==> config.mk <==
export PLATFORM = sky130hd
export DESIGN_NAME = writeback_stage
export DESIGN_NICKNAME = d
export VERILOG_FILES = /design/src/rtl/writeback_stage.sv
export SDC_FILE = /design/constraint.sdc
export NUM_CORES = 1
export LEC_CHECK = 0
export ABC_AREA = 1
export BUFFER_PORTS_ARGS = -buffer_cell sky130_fd_sc_hd__buf_4
export CAP_MARGIN = 40
export CORE_UTILIZATION = 48
export DETAILED_ROUTE_END_ITERATION = 7
export HOLD_SLACK_MARGIN = 0.02
export PLACE_DENSITY = 0.81
export SYNTH_ARGS = -nofsm -noshare
export SYNTH_HDL_FRONTEND = slang
export SYNTH_SLANG_ARGS = --single-unit
export TNS_END_PERCENT = 30
==> constraint.sdc <==
create_clock -name clk -period 1.8 [get_ports clk]
set_clock_uncertainty 0.2 [all_clocks]
set_input_delay 0.18 -clock clk [delete_from_list [all_inputs] [get_ports clk]]
set_output_delay 0.18 -clock clk [all_outputs]
set_load 0.01 [all_outputs]
==> src/rtl/writeback_stage.sv <==
// Writeback stage of the LEGv8 core: retires ALU results and extended load data to the register file.
// Optional feature: define WB_RETIRE_COUNT_EN to add the retire_count output.
module writeback_stage (
`ifdef WB_RETIRE_COUNT_EN
  output logic [31:0] retire_count,
`endif
  input  logic        clk,
  input  logic        rst_n,
  input  logic        mw_valid,
  output logic        mw_ready,
  input  logic [4:0]  mw_rd,
  input  logic [63:0] mw_alu_result,
  input  logic        mw_regwrite,
  input  logic        mw_memtoreg,
  input  logic [1:0]  mw_load_size,
  input  logic        mw_load_signed,
  input  logic        dmem_rsp_valid,
  input  logic [63:0] dmem_rsp_data,
  input  logic        wb_flush,
  output logic [4:0]  writeAddress,
  output logic [63:0] writeData,
  output logic        regwrite
);

  typedef enum logic [1:0] {StIdle, StWaitMem, StDrain} state_e;

  state_e      stateQ, stateD;
  logic [4:0]  ldRdQ, ldRdD;
  logic        ldRegwriteQ, ldRegwriteD;
  logic [1:0]  ldSizeQ, ldSizeD;
  logic        ldSignedQ, ldSignedD;

  logic        wrEnD;
  logic        wrUpdate;
  logic [4:0]  wrAddrD;
  logic [63:0] wrDataD;
  logic        retireD;
  logic        transfer;

  assign mw_ready = rst_n && (stateQ == StIdle);
  assign transfer = mw_valid && mw_ready;

  function automatic logic [63:0] extendLoad(input logic [63:0] data, input logic [1:0] size,
                                             input logic sgn);
    logic [63:0] res;
    unique case (size)
      2'b00:   res = {{56{sgn & data[7]}},  data[7:0]};
      2'b01:   res = {{48{sgn & data[15]}}, data[15:0]};
      2'b10:   res = {{32{sgn & data[31]}}, data[31:0]};
      default: res = data;
    endcase
    return res;
  endfunction

  always_comb begin
    stateD      = stateQ;
    ldRdD       = ldRdQ;
    ldRegwriteD = ldRegwriteQ;
    ldSizeD     = ldSizeQ;
    ldSignedD   = ldSignedQ;
    wrEnD       = 1'b0;
    wrUpdate    = 1'b0;
    wrAddrD     = writeAddress;
    wrDataD     = writeData;
    retireD     = 1'b0;
    unique case (stateQ)
      StIdle: begin
        // A flushed transfer is consumed without touching any state.
        if (transfer && !wb_flush) begin
          if (mw_memtoreg) begin
            ldRdD       = mw_rd;
            ldRegwriteD = mw_regwrite;
            ldSizeD     = mw_load_size;
            ldSignedD   = mw_load_signed;
            stateD      = StWaitMem;
          end else begin
            wrEnD   = mw_regwrite && (mw_rd != 5'd31);
            wrAddrD = mw_rd;
            wrDataD = mw_alu_result;
            retireD = 1'b1;
          end
        end
      end
      StWaitMem: begin
        if (dmem_rsp_valid) begin
          stateD = StIdle;
          if (!wb_flush) begin
            wrEnD   = ldRegwriteQ && (ldRdQ != 5'd31);
            wrAddrD = ldRdQ;
            wrDataD = extendLoad(dmem_rsp_data, ldSizeQ, ldSignedQ);
            retireD = 1'b1;
          end
        end else if (wb_flush) begin
          stateD = StDrain;
        end
      end
      StDrain: begin
        if (dmem_rsp_valid) stateD = StIdle;
      end
      default: stateD = StIdle;
    endcase
    wrUpdate = wrEnD;
  end

  always_ff @(posedge clk or negedge rst_n) begin
    if (!rst_n) begin
      stateQ       <= StIdle;
      ldRdQ        <= 5'd0;
      ldRegwriteQ  <= 1'b0;
      ldSizeQ      <= 2'd0;
      ldSignedQ    <= 1'b0;
      regwrite     <= 1'b0;
      writeAddress <= 5'd0;
      writeData    <= 64'd0;
    end else begin
      stateQ      <= stateD;
      ldRdQ       <= ldRdD;
      ldRegwriteQ <= ldRegwriteD;
      ldSizeQ     <= ldSizeD;
      ldSignedQ   <= ldSignedD;
      regwrite    <= wrEnD;
      // Address and data hold whenever no write is issued.
      if (wrUpdate) begin
        writeAddress <= wrAddrD;
        writeData    <= wrDataD;
      end
    end
  end

`ifdef WB_RETIRE_COUNT_EN
  always_ff @(posedge clk or negedge rst_n) begin
    if (!rst_n) begin
      retire_count <= 32'd0;
    end else if (retireD) begin
      retire_count <= retire_count + 32'd1;
    end
  end
`else
  logic unusedRetire;
  assign unusedRetire = retireD;
`endif

endmodule

==> results of run 1 <==
==> power breakdown <==
group | switching (µW) | internal [µW] | leakage (µW)
Combinational | 1410 | 1510 | 0.00299
Clock | 685 | 576 | 0.0000846
Sequential | 345 | 2370 | 0.00102
==> Yosys cell counts <==
master,n
inv_1,22
clkbuf_1,16
o21ai_1,9
buf_6,5
inv_2,4
nor3_1,1
nand2_1,191
nand2_2,3
nand2_4,2
clkinv_1,20
nor2_2,2
nand4_1,1
o21ai_0,5
buf_2,12
nor3_4,1
nand3_1,185
nor2_1,15
dfrtp_1,81
buf_1,4
a21oi_1,23
or2_2,49
buf_4,15
nor3_2,1
o31ai_1,1
nand3_2,1
nor3b_1,1
==> metal layers <==
layer	part of all wire	routed length, µm	vias up
met1	0.37	6573	2773
met2	0.51	9058	362
met5	0	0	-
met4	0.054	957	0
li1	-	-	2768
met3	0.070	1252	93
==> flip-flops by register name, summed over array words and instances, names as in the netlist <==
register      count
regwrite          1
ldSignedQ         1
ldRegwriteQ       1
ldSizeQ           2
ldRdQ             5
writeData        64
stateQ            2
writeAddress      5
==> critical path, cell delays in order, from the launching register on <==
cell and delay (ns):
dfrtp_2 0.46, nor2_1 0.14, nand3_2 0.11, nor2_1 0.13, nand2_2 0.13, nand2_4 0.14
buf_12 0.18, nand3_1 0.10, nand2_1 0.08
==> logic make-up (layout without fill, tap and decap cells) <==
family,count (synthesis),after routing,synth area share
compound gates,38,38,0.04005
flops,81,81,0.4213
buf+inv,98,409,0.09909
simple gates,453,453,0.4395
==> through the flow <==
| stage | utilization | cell area, µm² |
|---|---|---|
| 2_1_floorplan | - | 4811 |
| 3_3_place_gp | 0.6725 | 6543 |
| 3_5_place_dp | 0.6753 | 6570 |
| 4_1_cts | 0.8084 | 7865 |
| 5_1_grt | 0.8138 | 7918 |
| 6_report | 0.8138 | 7918 |
==> timing repair <==
action                                 in CTS  in global routing
endpoints found under the hold margin     160                  0
gates resized for setup                     3                 10
pin swaps                                   0                  1
cloned                                      0                  0
hold buffers                              110                  0
setup buffers                               0                  1
setup endpoints to repair                   8                 65
==> area by class of cell <==
cell class                 count  share of cell area
inverter                      46             0.02181
sequential                    81              0.2562
multi-input combinational    491              0.2927
clock inverter                 4            0.003477
clock buffer                  12             0.01960
tap                          133             0.02102
timing repair buffer         347              0.3853
==> final timing paths <==
check	from	to	slack [ns]	cells after the start
worst max-delay path	stateQ[0]$_DFFE_PN0P_	writeData[36]$_DFFE_PN0P_	0.07	8
worst min-delay path	mw_valid	ldRegwriteQ$_DFFE_PN0P_	0.05	5
worst max register to register	stateQ[0]$_DFFE_PN0P_	writeData[36]$_DFFE_PN0P_	0.07	8
worst min register to register	writeData[32]$_DFFE_PN0P_	writeData[32]$_DFFE_PN0P_	0.31	2
max in group asynchronous	rst_n	writeData[61]$_DFFE_PN0P_	0.77	3
min in group asynchronous	rst_n	writeAddress[1]$_DFFE_PN0P_	0.31	3
==> layout by cell type, fill, tap and decap left out <==
cell	n
buf_12	12
o21ai_1	9
or2_2	49
clkbuf_1	1
nand3_1	185
o21ai_0	5
a21oi_1	23
clkinv_1	20
nor2_4	1
nor3_4	1
nor3b_1	1
inv_1	22
inv_2	4
nand4_1	1
dfrtp_2	1
nor2_1	15
nand2_1	191
nor3_1	1
o31ai_1	1
dfrtp_1	80
buf_4	224
nand2_4	3
buf_16	1
dlygate4sd3_1	110
nor2_2	1
nand2_2	2
nand3_2	1
clkbuf_8	11
clkinvlp_4	3
clkinv_2	1
nor3_2	1
==> results.txt, run 1 <==
outcome -> complete, no violations
Antenna Nets Post-Route -> 0
Layout Nets -> 1119
fillers -> 664
GR Overflow Total -> 0
pin count of the biggest net entering global routing -> 82
starting density of the core -> 0.4945
initial antenna violation count -> 0
largest area contributor in the netlist -> dfrtp_1
Min Hold Slack -> 0.04880 ns
Slew Limit Fails -> 0
Worst Path Arrival -> 1.82 ns
Die Span Y -> 102.1 µm
Worst Hold Class -> in2reg
total clock buffers created by CTS -> 9
Clock Latency Late Sink -> 0.35 ns
min Tclk post-route -> 1.731 ns
RSZ-0062 raised after global routing -> true
Initial DRC Count -> 277
Synth area leaders -> dfrtp_1 (42%), nand3_1 (19%), nand2_1 (15%), or2_2 (6.4%), a21oi_1 (2.4%)
routing usage on met1 -> 0.4042
H-Tree Depth -> 3
CTS tree -> done
#FFs+latches synth -> 81
Die ar. -> 10430 µm²
DR vias -> 5996
number of port buffers -> 213
Post-Syn Nets -> 813
Site Rows -> 36
P_leak -> 0.004098 µW
vias per cell -> 5.382
sequential fraction of the synthesis area -> 0.4213
gp weighted congestion -> 0.8698
DP Wirelength -> 10040 µm
number of diodes -> 0
final cell count without fillers -> 1114
CTS sink cnt -> 81
share of the synthesized area in the top cell type -> 0.4213
synth unique cells -> 26
Post-Syn Area per Cell -> 7.180 µm²
Placed Instances -> 987
Ports -> 214
Layout Area Growth over Synthesis -> 64.58%
DR WL/cell -> 16.02 µm
total negative slack -> 0 ns
GRT Max-Usage Layer -> met2
CP endpoint kind -> register
Slew @ Worst Pin -> 0.4354 ns
Achievable Freq -> 577.8 MHz
Final Cycle Share -> 0.9615
Setup CP Type -> reg2reg
first-pass GRT wire length -> 28420 µm
detailed-route wire length -> 17840 µm
# Max-Cap Violations -> 0
Req. time, crit path -> 1.89 ns
Clock transition at path regs -> 0.09 ns
Startpoint Class -> register
vias in the first global route -> 6041
Tot GR Track Use -> 0.3501
Tot Pwr -> 6896 µW
Mapped Cells -> 670
CP max FO -> 24
Pwr per Cell Area -> 871.0 nW/µm²
Place WS -> 0.004002 ns
Mapped Area -> 4811 µm²
Hold Fails Final Rpt -> 0
Core ar. -> 9729 µm²
M3 GR Usage -> 0.05335
YS warnings -> 0
Pre-antenna DRT Iters -> 5
Final WS setup -> 0.06938 ns
Peak VDD IR -> 0.4966 mV
final setup vio count -> 0
area occupied by multi-input gates -> 2317 µm²
share of cells above drive strength 1 -> 0.3221
clock buffer depth -> 2
Root Driver -> clkbuf_8
met2 GRT Util -> 0.6113
relative slew slack -> 0.7098
Die W -> 102.1 µm
number of remaining DRC errors -> 0
Seq. cell area -> 2028 µm²
Power figures use the tool's default switching activity.
==> run 2: changes to the inputs <==
--- a/config.mk
+++ b/config.mk
@@ -8,10 +8,9 @@
 export ABC_AREA = 1
 export BUFFER_PORTS_ARGS = -buffer_cell sky130_fd_sc_hd__buf_4
 export CAP_MARGIN = 40
-export CORE_UTILIZATION = 48
+export CORE_UTILIZATION = 35
 export DETAILED_ROUTE_END_ITERATION = 7
 export HOLD_SLACK_MARGIN = 0.02
-export PLACE_DENSITY = 0.81
 export SYNTH_ARGS = -nofsm -noshare
 export SYNTH_HDL_FRONTEND = slang
 export SYNTH_SLANG_ARGS = --single-unit
==> run 2 against run 1 <==
Against the previous run: combinational power down 3%; sequential cell count unchanged; sequential power about the same; critical path type unchanged; maximum frequency up 0.84%; count of clock-buffer cells in the layout down 3; via count down 4.9%; sequential share of layout area down 0.98 points.
==> results.txt, run 2 (same netlist as run 1, synthesis figures left out) <==
Largest register FFs -> 64 (unchanged)
relative slew slack -> 0.6166 (-0.09315)
Initial DRC Count -> 561 (+100%)
number of port buffers -> 213 (unchanged)
Pwr per Cell Area -> 935.0 nW/µm² (+7.3%)
starting density of the core -> 0.3604 (-0.1340)
DR vias -> 5703 (-4.9%)
slowest CP cell -> dfrtp_2
Most common cell on crit path -> nor2_2
CTS sink cnt -> 81 (unchanged)
setup bufs post-CTS -> 0 (unchanged)
GR Overflow Total -> 0 (unchanged)
vias per cell -> 4.933 (-8.3%)
CP endpoint kind -> register
Hold Fails Final Rpt -> 0 (unchanged)
Antenna Nets Post-Route -> 0 (unchanged)
Pre-antenna DRT Iters -> 5 (unchanged)
min Tclk post-route -> 1.716 ns (-0.01437 ns)
Ports -> 214 (unchanged)
final setup vio count -> 0 (unchanged)
CP max FO -> 9 (-63%)
Tot GR Track Use -> 0.2358 (-0.1142)
Peak VDD IR -> 0.5059 mV (+1.9%)
Core ar. -> 13350 µm² (+37%)
Clock transition at path regs -> 0.07 ns (-0.02 ns)
H-Tree Depth -> 3 (unchanged)
Slew @ Worst Pin -> 0.5751 ns (+0.1397 ns)
CP cell instances -> nor2_2 -> nand3_2 -> nor2_2 -> nand2_4 -> nand2_8 -> clkbuf_16 -> nand3_1 -> nand2_1
vias in the first global route -> 5507 (-8.8%)
Die W -> 119.2 µm (+17%)
Layout Nets -> 1118 (-0.089%)
Die ar. -> 14220 µm² (+36%)
Place WS -> 0.1264 ns (+0.1224 ns)
Die Span Y -> 119.2 µm (+17%)
DP Wirelength -> 10410 µm (+3.7%)
commonest non-fill, non-tap cell in the layout -> buf_4
Top reg by flops -> writeData
Final Cycle Share -> 0.9535 (-0.007981)
initial antenna violation count -> 0 (unchanged)
outcome -> complete, no violations
first-pass GRT wire length -> 26810 µm (-5.7%)
CTS tree -> done
Worst Path Arrival -> 1.79 ns (-0.03 ns)
number of buffers and inverters on the critical path -> 1 (unchanged)
RSZ-0062 raised after global routing -> true
Largest regs -> writeData x64, ldRdQ x5, writeAddress x5
gp weighted congestion -> 0.7719 (-11%)
# Max-Cap Violations -> 0 (unchanged)
Setup CP Type -> reg2reg
total clock buffers created by CTS -> 9 (unchanged)
P_leak -> 0.004224 µW (+3.1%)
Tot Pwr -> 7702 µW (+12%)
Final WS setup -> 0.08375 ns (+0.01437 ns)
Achievable Freq -> 582.7 MHz (+0.84%)
share of cells above drive strength 1 -> 0.3306 (+0.008492)
number of diodes -> 0 (unchanged)
Startpoint Class -> register
max incr delay on CP -> 0.45 ns (about the same)
most frequent cells in the layout -> buf_4 (221), nand2_1 (191), nand3_1 (185)
pin count of the biggest net entering global routing -> 70 (-15%)
Crit path max-delay family -> simple AND/OR/NAND/NOR gates
detailed-route wire length -> 18260 µm (+2.3%)
Site Rows -> 42 (+17%)
Req. time, crit path -> 1.87 ns (-0.02 ns)
DR WL/cell -> 15.79 µm (-1.4%)
clock buffer depth -> 2 (unchanged)
Worst Hold Class -> in2reg
Clock Latency Late Sink -> 0.33 ns (-0.02 ns)
Layout Area Growth over Synthesis -> 71.24%
number of remaining DRC errors -> 0 (unchanged)
Root Driver -> clkbuf_16
Slew Limit Fails -> 0 (unchanged)
-- run 2: cell types whose count changed in the layout (fill, tap and decap cells not counted), sizes merged --
cell,delta
dlygate4sd3,-3
clkinvlp,-3
buf,-6
bufinv,+3
inv,+3
clkbuf,+5
-- run 2: final timing paths --
kind | from | to | slack (ns) | cells after the start
hold / removal | dmem_rsp_data[12] | writeData[12]$_DFFE_PN0P_ | 0.04 | 5
setup / recovery | stateQ[0]$_DFFE_PN0P_ | writeData[20]$_DFFE_PN0P_ | 0.08 | 8
max in group asynchronous | rst_n | ldSizeQ[1]$_DFFE_PN0P_ | 0.66 | 3
min in group asynchronous | rst_n | ldRegwriteQ$_DFFE_PN0P_ | 0.27 | 3
setup reg to reg | stateQ[0]$_DFFE_PN0P_ | writeData[20]$_DFFE_PN0P_ | 0.08 | 8
hold reg to reg | writeData[62]$_DFFE_PN0P_ | writeData[62]$_DFFE_PN0P_ | 0.31 | 2
-- run 2: timing repair --
action	4_1_cts	5_1_grt
endpoints found under the setup margin	0	47
resized for setup	0	9
hold endpoints to repair	159	0
hold buffers	107	0
-- run 2: cell type report --
cell class,count,area [µm²]
multi-input cells,491,2341
fillers,1192,5110
flip-flops and latches,81,2029
clock buffers,9,225.2
inverters,46,175.2
clock inverters,7,125.1
repair buffers,346,3122
well taps,176,220.2
-- run 2: stage by stage --
stage               cells  hold slack [ns]   TNS [ns]  cell area, µm²  utilization
CTS                  1147          0.02470          0            7994       0.5989
finish               1156          0.03682          0            8238       0.6172
global placement     1024          -0.2172          0            6573       0.4924
detailed placement   1024          -0.2179          0            6573       0.4924
floorplan             670          -0.3156          0            4811            -
global route         1156          0.05919  -0.007138            8238       0.6172
-- run 2: per-layer routing --
metal  track usage  share of wire  vias to the layer above
li1              -              -                     2780
met3       0.03352          0.056                       38
met5             0              0                        -
met4       0.09889          0.026                        0
met1        0.2845           0.41                     2649
met2        0.4175           0.51                      236
-- run 2: worst register-to-register path, stage by stage (launching register included) --
cell and delay [ns]:
dfrtp_2 0.45, nor2_2 0.12, nand3_2 0.11, nor2_2 0.15
nand2_4 0.12, nand2_8 0.18, clkbuf_16 0.19, nand3_1 0.08
nand2_1 0.06
-- run 2: power breakdown --
| group | switching, µW | leakage [µW] | internal (µW) |
|---|---|---|---|
| Sequential | 358 | 0.00102 | 2370 |
| Clock | 774 | 0.000171 | 1370 |
| Combinational | 1360 | 0.00303 | 1460 |
| Total | 2500 | 0.00422 | 5210 |
